### config.mk
export PLATFORM = sky130hd
export DESIGN_NAME = seven_seg_scan
export DESIGN_NICKNAME = d
export VERILOG_FILES = /design/src/rtl/seg_pkg.sv /design/src/rtl/scan_prescaler.sv /design/src/rtl/seven_seg_scan.sv
export SDC_FILE = /design/constraint.sdc
export NUM_CORES = 1
export LEC_CHECK = 0
export ABC_AREA = 0
export CORE_UTILIZATION = 55
export DETAILED_ROUTE_END_ITERATION = 7
export HOLD_SLACK_MARGIN = 0.1
export PLACE_DENSITY = 0.85
export SLEW_MARGIN = 15
export SYNTH_ARGS = -nofsm -noshare
export SYNTH_HDL_FRONTEND = slang
export SYNTH_SLANG_ARGS = --single-unit
### constraint.sdc
create_clock -name Clk -period 4.55 [get_ports Clk]
set_input_delay 0.91 -clock Clk [delete_from_list [all_inputs] [get_ports Clk]]
set_output_delay 0.91 -clock Clk [all_outputs]
set_load 0.1 [all_outputs]
### src/rtl/seg_pkg.sv
// rtl/seg_pkg.sv - shared constants for the seven-segment scan path
package seg_pkg;
    localparam int SEG_NIBBLE_W   = 4;
    localparam int DEF_NUM_DIGITS = 8;
    localparam int DIGIT_IDX_W    = $clog2(DEF_NUM_DIGITS);
    localparam logic [DEF_NUM_DIGITS-1:0] ANODE_OFF = 8'hFF;
endpackage

### src/rtl/scan_prescaler.sv
// rtl/scan_prescaler.sv - free-running slot prescaler, ticks on the last cycle of each slot
module scan_prescaler #(
    parameter int CLK_DIV = 50000,
    localparam int CNT_W  = (CLK_DIV > 1) ? $clog2(CLK_DIV) : 1
) (
    input  logic             Clk,
    input  logic             Reset,
    output logic             tick,
    output logic [CNT_W-1:0] count
);
    logic [CNT_W-1:0] r_count;

    always_ff @(posedge Clk or posedge Reset) begin
        if (Reset) begin
            r_count <= '0;
        end else if (tick) begin
            r_count <= '0;
        end else begin
            r_count <= r_count + CNT_W'(1);
        end
    end

    assign tick  = (r_count == CNT_W'(CLK_DIV - 1));
    assign count = r_count;
endmodule

### src/rtl/seven_seg_scan.sv
// rtl/seven_seg_scan.sv - tear-free 8-digit scan stage feeding the single seven-segment decoder
// Optional leading-zero blanking is enabled by defining LEADING_ZERO_BLANK_EN.
module seven_seg_scan
    import seg_pkg::*;
#(
    parameter int NUM_DIGITS = DEF_NUM_DIGITS,
    parameter int CLK_DIV    = 50000,
    parameter int BLANK_CYC  = 2
) (
    input  logic                               Clk,
    input  logic                               Reset,
    input  logic [SEG_NIBBLE_W*NUM_DIGITS-1:0] Data,
    input  logic                               Load,
    input  logic [NUM_DIGITS-1:0]              DigitMask,
    output logic [SEG_NIBBLE_W-1:0]            Digit,
    output logic                               EnableSegs,
    output logic [NUM_DIGITS-1:0]              Anode,
    output logic                               FrameStart
);
    localparam int IDX_W  = (NUM_DIGITS > 1) ? $clog2(NUM_DIGITS) : 1;
    localparam int CNT_W  = (CLK_DIV > 1) ? $clog2(CLK_DIV) : 1;
    localparam int DATA_W = SEG_NIBBLE_W * NUM_DIGITS;

    logic                    w_tick;
    logic [CNT_W-1:0]        w_count;
    logic                    w_wrap;
    logic                    w_blank;
    logic [NUM_DIGITS-1:0]   w_lzb;
    logic [SEG_NIBBLE_W-1:0] w_digit;
    logic [NUM_DIGITS-1:0]   w_anode;

    logic [IDX_W-1:0]        r_idx;
    logic [DATA_W-1:0]       r_shadow;
    logic [DATA_W-1:0]       r_disp;
    logic                    r_pending;
    logic [SEG_NIBBLE_W-1:0] r_digit;
    logic                    r_enable;
    logic [NUM_DIGITS-1:0]   r_anode;
    logic                    r_frame_start;

    scan_prescaler #(.CLK_DIV(CLK_DIV)) u_prescaler (
        .Clk   (Clk),
        .Reset (Reset),
        .tick  (w_tick),
        .count (w_count)
    );

    assign w_wrap = w_tick && (r_idx == IDX_W'(NUM_DIGITS - 1));

`ifdef LEADING_ZERO_BLANK_EN
    logic w_zero_above;

    // Walk down from the top nibble; digit 0 is left out so a zero value still shows "0".
    always_comb begin
        w_lzb        = '0;
        w_zero_above = 1'b1;
        for (int i = NUM_DIGITS - 1; i >= 1; i--) begin
            w_zero_above = w_zero_above && (r_disp[SEG_NIBBLE_W*i +: SEG_NIBBLE_W] == '0);
            w_lzb[i]     = w_zero_above;
        end
    end
`else
    assign w_lzb = '0;
`endif

    assign w_blank = DigitMask[r_idx] | w_lzb[r_idx];
    assign w_digit = r_disp[SEG_NIBBLE_W*r_idx +: SEG_NIBBLE_W];
    assign w_anode = ((int'(w_count) < BLANK_CYC) || w_blank) ? '1
                   : ~(NUM_DIGITS'(1) << r_idx);

    always_ff @(posedge Clk or posedge Reset) begin
        if (Reset) begin
            r_idx <= '0;
        end else if (w_wrap) begin
            r_idx <= '0;
        end else if (w_tick) begin
            r_idx <= r_idx + IDX_W'(1);
        end
    end

    // disp only changes on a frame boundary so a frame never mixes two values.
    always_ff @(posedge Clk or posedge Reset) begin
        if (Reset) begin
            r_shadow  <= '0;
            r_disp    <= '0;
            r_pending <= 1'b0;
        end else if (w_wrap && Load) begin
            r_shadow  <= Data;
            r_disp    <= Data;
            r_pending <= 1'b0;
        end else if (w_wrap && r_pending) begin
            r_disp    <= r_shadow;
            r_pending <= 1'b0;
        end else if (Load) begin
            r_shadow  <= Data;
            r_pending <= 1'b1;
        end
    end

    always_ff @(posedge Clk or posedge Reset) begin
        if (Reset) begin
            r_digit       <= '0;
            r_enable      <= 1'b0;
            r_anode       <= '1;
            r_frame_start <= 1'b0;
        end else begin
            r_digit       <= w_digit;
            r_enable      <= !w_blank;
            r_anode       <= w_anode;
            r_frame_start <= w_wrap;
        end
    end

    assign Digit      = r_digit;
    assign EnableSegs = r_enable;
    assign Anode      = r_anode;
    assign FrameStart = r_frame_start;
endmodule

# ---- Word-level counts from Yosys, hierarchy flattened
# Memories as Yosys holds them, arrays and structs flattened.
# Cells that the tools add are included.
# Widths: inputs -> output; s select.
dict set report totals {
  reg_bits 98
  latch_bits 0
  n_memories 1
  ram_bits 0
  romBits 8
  inputBits 43
}
dict set report classes {
  n_div 0
  n_reduce_logical 10
  bitwise_logic 2
  shifts 2
  n_addsub 2
  n_eq_ne 3
  magnitude_cmp 2
  n_mul 0
  n_mux 15
}
# name words width rd rd_clocked_by_memory_dff write_ports line_no
set memory_table {}
lappend memory_table {{(no name shown)} 8 1 1 0 0 seven_seg_scan.sv:66} ;# assign w_blank = DigitMask[r_idx] | w_lzb[r_idx];
# op count
set ops {}
lappend ops {{$mux 32} 5}
lappend ops {{$shiftx 32x6->4} 1}
lappend ops {{$add 16x1->16 const B} 1}
lappend ops {{$eq 16x16->1 const B} 1}
lappend ops {{$lt 16x2->1 const B} 1}
lappend ops {{$mux 16} 1}
lappend ops {{$mux 8} 1}
lappend ops {{$not 8->8} 1}
lappend ops {{$shl 1x3->8 const A} 1}
lappend ops {{$mux 3} 2}
lappend ops {{$reduce_bool 2->1} 3}
lappend ops {{$mux 1} 5}
lappend ops {{$lt 3x4->1 const B} 1}
lappend ops {{$add 3x1->3 const B} 1}
lappend ops {{$bmux 1 s3} 1}
lappend ops {{$eq 3x3->1 const B} 1}
lappend ops {{$logic_and 1x1->1} 3}
lappend ops {{$reduce_bool 3->1} 1}
lappend ops {{$ne 2x2->1 const B} 1}
lappend ops {{$reduce_and 2->1} 1}
lappend ops {{$logic_not 1->1} 1}
lappend ops {{$logic_or 1x1->1} 1}
lappend ops {{$or 1x1->1} 1}

# ---- Depth between registers and ports, before layout
# Gate-level depths: netlist of the first run.
dict set report depth {
  ltp_word 5
  mapped_depth 10
}

# ---- Modules after synthesis
# Synthesis of the first run repeated with hierarchy kept, for this count alone.
dict set report hier_totals {
  hier_cells 355
  area_unflattened_um2 4301.6
}
# module cells_per_inst area_per_inst_um2 n_inst seq_area_each_um2
set modules_own_cells {}
lappend modules_own_cells {seven_seg_scan 287 3544.6 1 2062.0}
lappend modules_own_cells {scan_prescaler 68 757.0 1 400.4}

# ---- Least setup slack after synthesis of the first run
# OpenSTA, ideal clock, no wires.
dict set report synth_timing {
  path_kind {reg2reg}
  start {register r_idx[0]}
  end {register r_disp[3]}
  path_buffers 2
  synth_period_minus_slack_ns 2.437
  path_stages_with_launch 10
  setup_ns 0.125
  path_slack_ns 2.113
  arrival_time_ns 2.312
  path_cell_list {dfrtp_1 > ha_1 > ha_1 > or4b_1 > or4_4 > buf_6 > clkinv_4 > o21ai_2 > buf_6 > mux2_4}
}
dict set report synth_between {
  elab_chain_cells 4
}
# element line_no
set synth_rtl {}
lappend synth_rtl {{from (decl)} seven_seg_scan.sv:32} ;# logic [IDX_W-1:0] r_idx;
lappend synth_rtl {{from (signal assigned)} seven_seg_scan.sv:77} ;# r_idx <= r_idx + IDX_W'(1);
lappend synth_rtl {{$eq 3x3->1 (*)} seven_seg_scan.sv:48} ;# assign w_wrap = w_tick && (r_idx == IDX_W'(NUM_DIGITS - 1));
lappend synth_rtl {{$logic_and 1x1->1 (*)} seven_seg_scan.sv:48}
lappend synth_rtl {{named net w_wrap} seven_seg_scan.sv:26} ;# logic w_wrap;
lappend synth_rtl {{$logic_and 1x1->1, on equally long branches} {seven_seg_scan.sv:87, seven_seg_scan.sv:91}}
lappend synth_rtl {{$mux 32 or $reduce_bool 2->1 (tied branches)} n/a}
lappend synth_rtl {{to (signal assigned)} seven_seg_scan.sv:89} ;# r_disp <= Data;
lappend synth_rtl {{to (signal assigned)} seven_seg_scan.sv:92} ;# r_disp <= r_shadow;
lappend synth_rtl {{to (decl)} seven_seg_scan.sv:34} ;# logic [DATA_W-1:0] r_disp;
# Mark *: on every way through the listed nets, which the timed path passes. The rest lies on a longest branch.
# A chain may end at the register's enable or synchronous reset.

# ---- Final worst setup path of the first run
dict set report layout_timing {
  start {register r_idx[1]}
  end {register r_disp[3]}
}
# Same word-level chain as after synthesis.

==> results.sh, run 1 <==
export IMPL_core_um2=7730
export IMPL_cts_buffers=9
export IMPL_fin_crit_ps=3260
export IMPL_endpoint_kind="register"
export IMPL_internal_power_mw=1.35
export IMPL_tns_ps=0
export IMPL_slowest_stage="dfrtp_1"
export IMPL_synth_nets=413
export IMPL_gr_usage_met2_pct=36.4
export IMPL_power_frac_seq_pct=54.2
export IMPL_drt_wl_total_um=8630
export IMPL_dp_hpwl_um=5720
export IMPL_fin_skew_ps=10.4
export IMPL_cts_tree="yes"
export IMPL_p_per_area_nw_per_um2=328
export IMPL_max_cap_violations=0
export IMPL_crit_chain="ha_1 > ha_1 > or4b_1 > or4_4 > clkinv_4 > o21ai_4 > mux2_4"
export IMPL_first_global_vias=3044
export IMPL_post_cts_buffers=0
export IMPL_drtAntennaViolNets=0
export IMPL_leakage_nw=2.43
export IMPL_clk_path_buf_depth=2
export IMPL_rsz0062_at_grt="no"
export IMPL_die_h_um=91.4
export IMPL_synth_distinct_cells=36
export IMPL_grt_max_degree=63
export IMPL_synth_top_family_by_area="multiplexers"
export IMPL_final_cell_mix="dfrtp_1 (90), clkdlybuf4s50_1 (55), nor2_1 (40), mux2_2 (32), nand2_1 (32)"
export IMPL_switching_share_pct=21.9
export IMPL_syn_inst=363
export IMPL_seq_area_frac_synth_pct=56.0
export IMPL_clkLatencyLatePin_ps=360
export IMPL_tightest_slew_ps=970
export IMPL_drt_drc_violations_left=0
export IMPL_synth_xor_area_share_pct=2.19
export IMPL_die_w_um=91.4
export IMPL_critical_path_most_common_cell="ha_1"
export IMPL_setup_viol=0
export IMPL_syn_avg_cell_area_um2=12.1
export IMPL_layout_drive_gt1_share_pct=18.4
export IMPL_dieArea_um2=8350
export IMPL_min_path_type="reg2reg"
export IMPL_ir_drop_mv=0.190
export IMPL_antenna_cells_inserted=0
export IMPL_path_clk_slew_ps=90
export IMPL_start_kind="register"
export IMPL_antenna_found_initial=0
export IMPL_post_route_period_util_pct=71.6
export IMPL_synth_compound_area_share_pct=10.9
export IMPL_relSlewSlack_pct=35.1
export IMPL_h_tree_depth=3
export IMPL_via_per_inst=5.78
export IMPL_synthAdderAreaFrac_pct=1.99
export IMPL_ys_ff_latch=98
export IMPL_drt_iter0_drc=203
export IMPL_cts_resized=0
export IMPL_finalPower_mw=1.73
export IMPL_fmax_ghz=0.307
export IMPL_track_usage_pct=22.7
export IMPL_crit_required_ps=4800
export IMPL_globalRouteMet1Util_pct=31.4
export IMPL_grt_pass1_wl_um=14900
export IMPL_cts_hold_buffers=0
export IMPL_worstPathArrival_ps=3510
export IMPL_final_nets=465
export IMPL_power_frac_clock_pct=36.4
export IMPL_start_util_pct=56.9
export IMPL_hold_viol=0
export IMPL_cp_slowest_stage_delay_ps=720
export IMPL_status="completed"
export IMPL_gr_max_usage_layer="met2"
export IMPL_drtPass1Iterations=4
export IMPL_report_final_slew_viol_count=0
export IMPL_mostFrequentLayoutCell="dfrtp_1"
export IMPL_p_sw_uw=378
export IMPL_synthSimpleGateAreaFrac_pct=11.9
export IMPL_use_met3_pct=3.43
export IMPL_area_growth_pct=19.7
export IMPL_port_buffers=56
export IMPL_cts_sinks=98
export IMPL_wl_per_cell_um=16.6
export IMPL_syn_area_um2=4400
export IMPL_synth_area_mux_share_pct=14.1
export IMPL_num_rows=32
export IMPL_yosysWarnings=0
export IMPL_overflow=0
export IMPL_pwr_share_comb_pct=9.3
export IMPL_worstSetupPathType="reg2reg"
export IMPL_io_pins=57
export IMPL_worst_path_max_fanout=32
export IMPL_clockRootBuffer="clkbuf_8"
export IMPL_num_vias=3006
export IMPL_globalplace_congestion=0.848
-- synthesized netlist by cell type --
master | instances | area share [%]
or4_4 | 2 | 0.51
clkbuf_1 | 16 | 1.4
dfstp_2 | 8 | 4.8
mux2i_1 | 2 | 0.46
a22oi_1 | 28 | 4.8
nand2b_1 | 1 | 0.14
and4_1 | 2 | 0.40
xnor2_1 | 3 | 0.60
or4_1 | 2 | 0.34
buf_6 | 3 | 0.77
and2_1 | 2 | 0.28
mux2_2 | 32 | 8.2
buf_1 | 1 | 0.085
xor2_1 | 8 | 1.6
mux2_4 | 1 | 0.34
nand3b_1 | 3 | 0.51
nor2_1 | 40 | 3.4
inv_1 | 4 | 0.34
nand4_1 | 5 | 0.71
or4b_1 | 1 | 0.23
nor3_1 | 3 | 0.34
dfrtp_1 | 90 | 51
or3_1 | 1 | 0.14
nor4_1 | 2 | 0.28
clkinv_4 | 1 | 0.20
clkinv_1 | 1 | 0.085
nor2b_1 | 3 | 0.43
o21ai_0 | 5 | 0.57
nand3_1 | 10 | 1.1
a32oi_1 | 3 | 0.60
nand2_1 | 32 | 2.7
ha_1 | 7 | 2.0
a21o_1 | 28 | 4.8
mux4_2 | 10 | 5.1
and3_1 | 2 | 0.28
o21ai_2 | 1 | 0.20
-- sequential cells by signal (all words and copies together) (netlist names) --
signal / flops
r_disp: 32
r_shadow: 32
u_prescaler.count: 16
Anode: 8
Digit: 4
r_idx: 3
EnableSegs: 1
FrameStart: 1
r_pending: 1
-- per-stage QoR --
| stage | worst slack, ps | hold slack (ps) | instances | cell area [um2] | utilization [%] |
|---|---|---|---|---|---|
| 2_1_floorplan | 1090 | 424 | 363 | 4400 | - |
| 3_3_place_gp | 1370 | 439 | 506 | 5020 | 65.0 |
| 3_5_place_dp | 1240 | 462 | 506 | 5020 | 65.0 |
| 4_1_cts | 1120 | 478 | 520 | 5250 | 67.9 |
| 5_1_grt | 1110 | 500 | 520 | 5260 | 68.1 |
| 6_report | 1290 | 467 | 520 | 5260 | 68.1 |
-- cells by family (layout without fill, tap and decap cells) --
logic type	count (synthesis)	after routing
AO/OA/AOI/OAI	65	65
XOR/XNOR	11	11
adder cells (fa/ha/maj)	7	7
buffers and inverters	26	81
flip-flops	98	98
multiplexers	45	45
AND/OR/NAND/NOR	111	111
-- metal layers --
metal  share of wire [%]  vias up
li1                    -     1397
met1                  45     1515
met2                  50       81
met3                 3.8       13
met4                 1.5        0
met5                   0        -
-- worst max-delay path, delay by kind of cell (launching register included) --
family	cells	cell delay, ps
and+or+nand+nor	2	1090
adders and majority gates	2	610
muxes	1	350
AOI/OAI and AO/OA	1	210
buffers and inverters	1	170
DFF	1	720
-- layout make-up --
cell class,instances,area (um2)
multi-input cells,239,1820
fillers,539,2470
clock inverters,2,60.1
well taps,102,128
flip-flops and latches,98,2460
repair buffers,61,593
clock buffers,12,165
inverters,6,28.8
-- final timing paths --
kind                                       from                    to  slack (ps)  cells after the start
setup / recovery                       r_idx[1]             r_disp[3]        1290                      7
hold / removal             u_prescaler.count[0]  u_prescaler.count[0]         470                      1
setup reg to reg                       r_idx[1]             r_disp[3]        1290                      7
hold reg to reg            u_prescaler.count[0]  u_prescaler.count[0]         470                      1
max in group asynchronous                 Reset          r_shadow[28]        2560                      3
min in group asynchronous                 Reset           r_shadow[6]        1050                      2
-- power groups by stage --
stage / combinational (mW) / sequential (mW) / clock, mW
floorplan: 0.0873 / 0.959 / 0
global placement: 0.156 / 0.951 / 0
detailed placement: 0.161 / 0.953 / 0
CTS: 0.163 / 0.936 / 0.634
global route: 0.176 / 0.941 / 0.668
finish: 0.161 / 0.937 / 0.629
Power figures use the tool's default switching activity.
==> inputs of run 2 (changes only) <==
==> constraint.sdc (replaced) <==
create_clock -name Clk -period 3.25 [get_ports Clk]
set_input_delay 0.65 -clock Clk [delete_from_list [all_inputs] [get_ports Clk]]
set_output_delay 0.65 -clock Clk [all_outputs]
set_load 0.1 [all_outputs]
==> run 2 against run 1 <==
Maximum frequency grew 18%; largest cell class unchanged; global-route usage grew 0.35 points; flip-flop and latch count is the same; die area is the same; total power grew 31%; core utilization shrank 0.63 points; largest power group unchanged.
==> results.sh, run 2 (synthesis gave the netlist of run 1 again) <==
export IMPL_cts_resized=0
export IMPL_fin_skew_ps=7.25
export IMPL_worst_path_max_fanout=32
export IMPL_h_tree_depth=3
export IMPL_hold_viol=0
export IMPL_crit_family="simple AND/OR/NAND/NOR gates"
export IMPL_post_cts_buffers=0
export IMPL_antenna_cells_inserted=0
export IMPL_clockRootBuffer="clkbuf_8"
export IMPL_cp_num_buf_inv=1
export IMPL_drtAntennaViolNets=0
export IMPL_endpoint_kind="register"
export IMPL_finalPower_mw=2.26
export IMPL_clkLatencyLatePin_ps=360
export IMPL_via_per_inst=5.84
export IMPL_drtPass1Iterations=4
export IMPL_die_w_um=91.4
export IMPL_status="completed"
export IMPL_die_h_um=91.4
export IMPL_antenna_found_initial=0
export IMPL_crit_required_ps=3490
export IMPL_fmax_ghz=0.361
export IMPL_fin_crit_ps=2770
export IMPL_track_usage_pct=23.0
export IMPL_slowest_stage="or4_4"
export IMPL_path_clk_slew_ps=90
export IMPL_port_buffers=56
export IMPL_critical_path_most_common_cell="ha_1"
export IMPL_grt_pass1_wl_um=15000
export IMPL_cts_buffers=9
export IMPL_dpl_worst_slack_ps=387
export IMPL_io_pins=57
export IMPL_post_route_period_util_pct=85.2
export IMPL_layout_drive_gt1_share_pct=22.5
export IMPL_worstPathArrival_ps=3010
export IMPL_dieArea_um2=8350
export IMPL_dp_hpwl_um=6080
export IMPL_dp_cells=509
export IMPL_max_cap_violations=0
export IMPL_first_global_vias=3063
export IMPL_ir_drop_mv=0.274
export IMPL_cts_sinks=98
export IMPL_core_um2=7730
export IMPL_crit_chain="ha_1 > ha_1 > or4b_1 > or4_4 > clkinv_4 > o21ai_4 > mux2_4"
export IMPL_leakage_nw=2.43
export IMPL_p_per_area_nw_per_um2=435
export IMPL_report_final_slew_viol_count=0
export IMPL_start_util_pct=56.9
export IMPL_stdcell_area_um2=5210
export IMPL_placed_cell_area_um2=5020
export IMPL_worstSetupPathType="reg2reg"
export IMPL_final_nets=468
export IMPL_setup_slack_ps=481
export IMPL_num_rows=32
export IMPL_n_fill_cell=562
export IMPL_relSlewSlack_pct=50.6
export IMPL_wl_per_cell_um=16.6
export IMPL_final_cell_mix="dfrtp_1 (90), clkdlybuf4s50_1 (41), nor2_1 (40), mux2_2 (32), nand2_1 (32)"
export IMPL_area_growth_pct=18.6
export IMPL_drt_drc_violations_left=0
export IMPL_grt_max_degree=64
export IMPL_cts_tree="yes"
export IMPL_cts_hold_buffers=0
export IMPL_overflow=0
export IMPL_tns_ps=0
export IMPL_mostFrequentLayoutCell="dfrtp_1"
export IMPL_drt_wl_total_um=8740
export IMPL_rsz0062_at_grt="no"
export IMPL_drt_iter0_drc=232
export IMPL_cp_slowest_stage_delay_ps=640
export IMPL_fin_cells=525
export IMPL_num_vias=3065
export IMPL_start_kind="register"
export IMPL_setup_viol=0
export IMPL_clk_path_buf_depth=2
export IMPL_globalplace_congestion=0.875
export IMPL_min_path_type="reg2reg"
export IMPL_tightest_slew_ps=739
[run 2: final timing paths]
kind / start / to / slack (ps) / cells past startpoint
worst max-delay path: r_idx[1] / r_disp[3] / 480 / 7
worst max register to register: r_idx[1] / r_disp[3] / 480 / 7
worst min register to register: u_prescaler.count[0] / u_prescaler.count[0] / 470 / 1
worst min-delay path: u_prescaler.count[0] / u_prescaler.count[0] / 470 / 1
max in group asynchronous: Reset / Anode[3] / 1950 / 3
min in group asynchronous: Reset / r_disp[0] / 600 / 2
[run 2: layout make-up]
class,count,area (um2),area share [%]
clock inverters,4,26.3,0.504
well taps,102,128,2.45
clock buffers,12,155,2.98
inverters,6,28.8,0.552
flip-flops and latches,98,2460,47.3
repair buffers,64,593,11.4
multi-input cells,239,1820,34.9
[run 2: through the flow]
step	util, %	hold WS [ps]
finish	67.4	467
floorplan	-	424
detailed placement	65.0	450
global placement	65.0	444
CTS	67.3	469
global route	67.4	484
[run 2: worst reg2reg max path, delay by kind of cell (launching register included)]
family | cells | cell delay [ps]
mux | 1 | 370
simple gates | 2 | 1110
compound gates | 1 | 210
buf+inv | 1 | 170
flops | 1 | 380
fa+ha+maj | 2 | 410
[run 2: metal layers]
metal | vias to the layer above | track usage (%) | part of all wire (%)
met5 | - | 0 | 0
met4 | 0 | 10.8 | 2.2
met3 | 18 | 3.27 | 4.9
met2 | 99 | 36.2 | 49
met1 | 1544 | 31.8 | 43
li1 | 1404 | - | -
[run 2: where the power goes]
part / internal (mW) / switching (mW)
clock: 0.320 / 0.404
sequential: 1.28 / 0.0324
combinational: 0.122 / 0.108
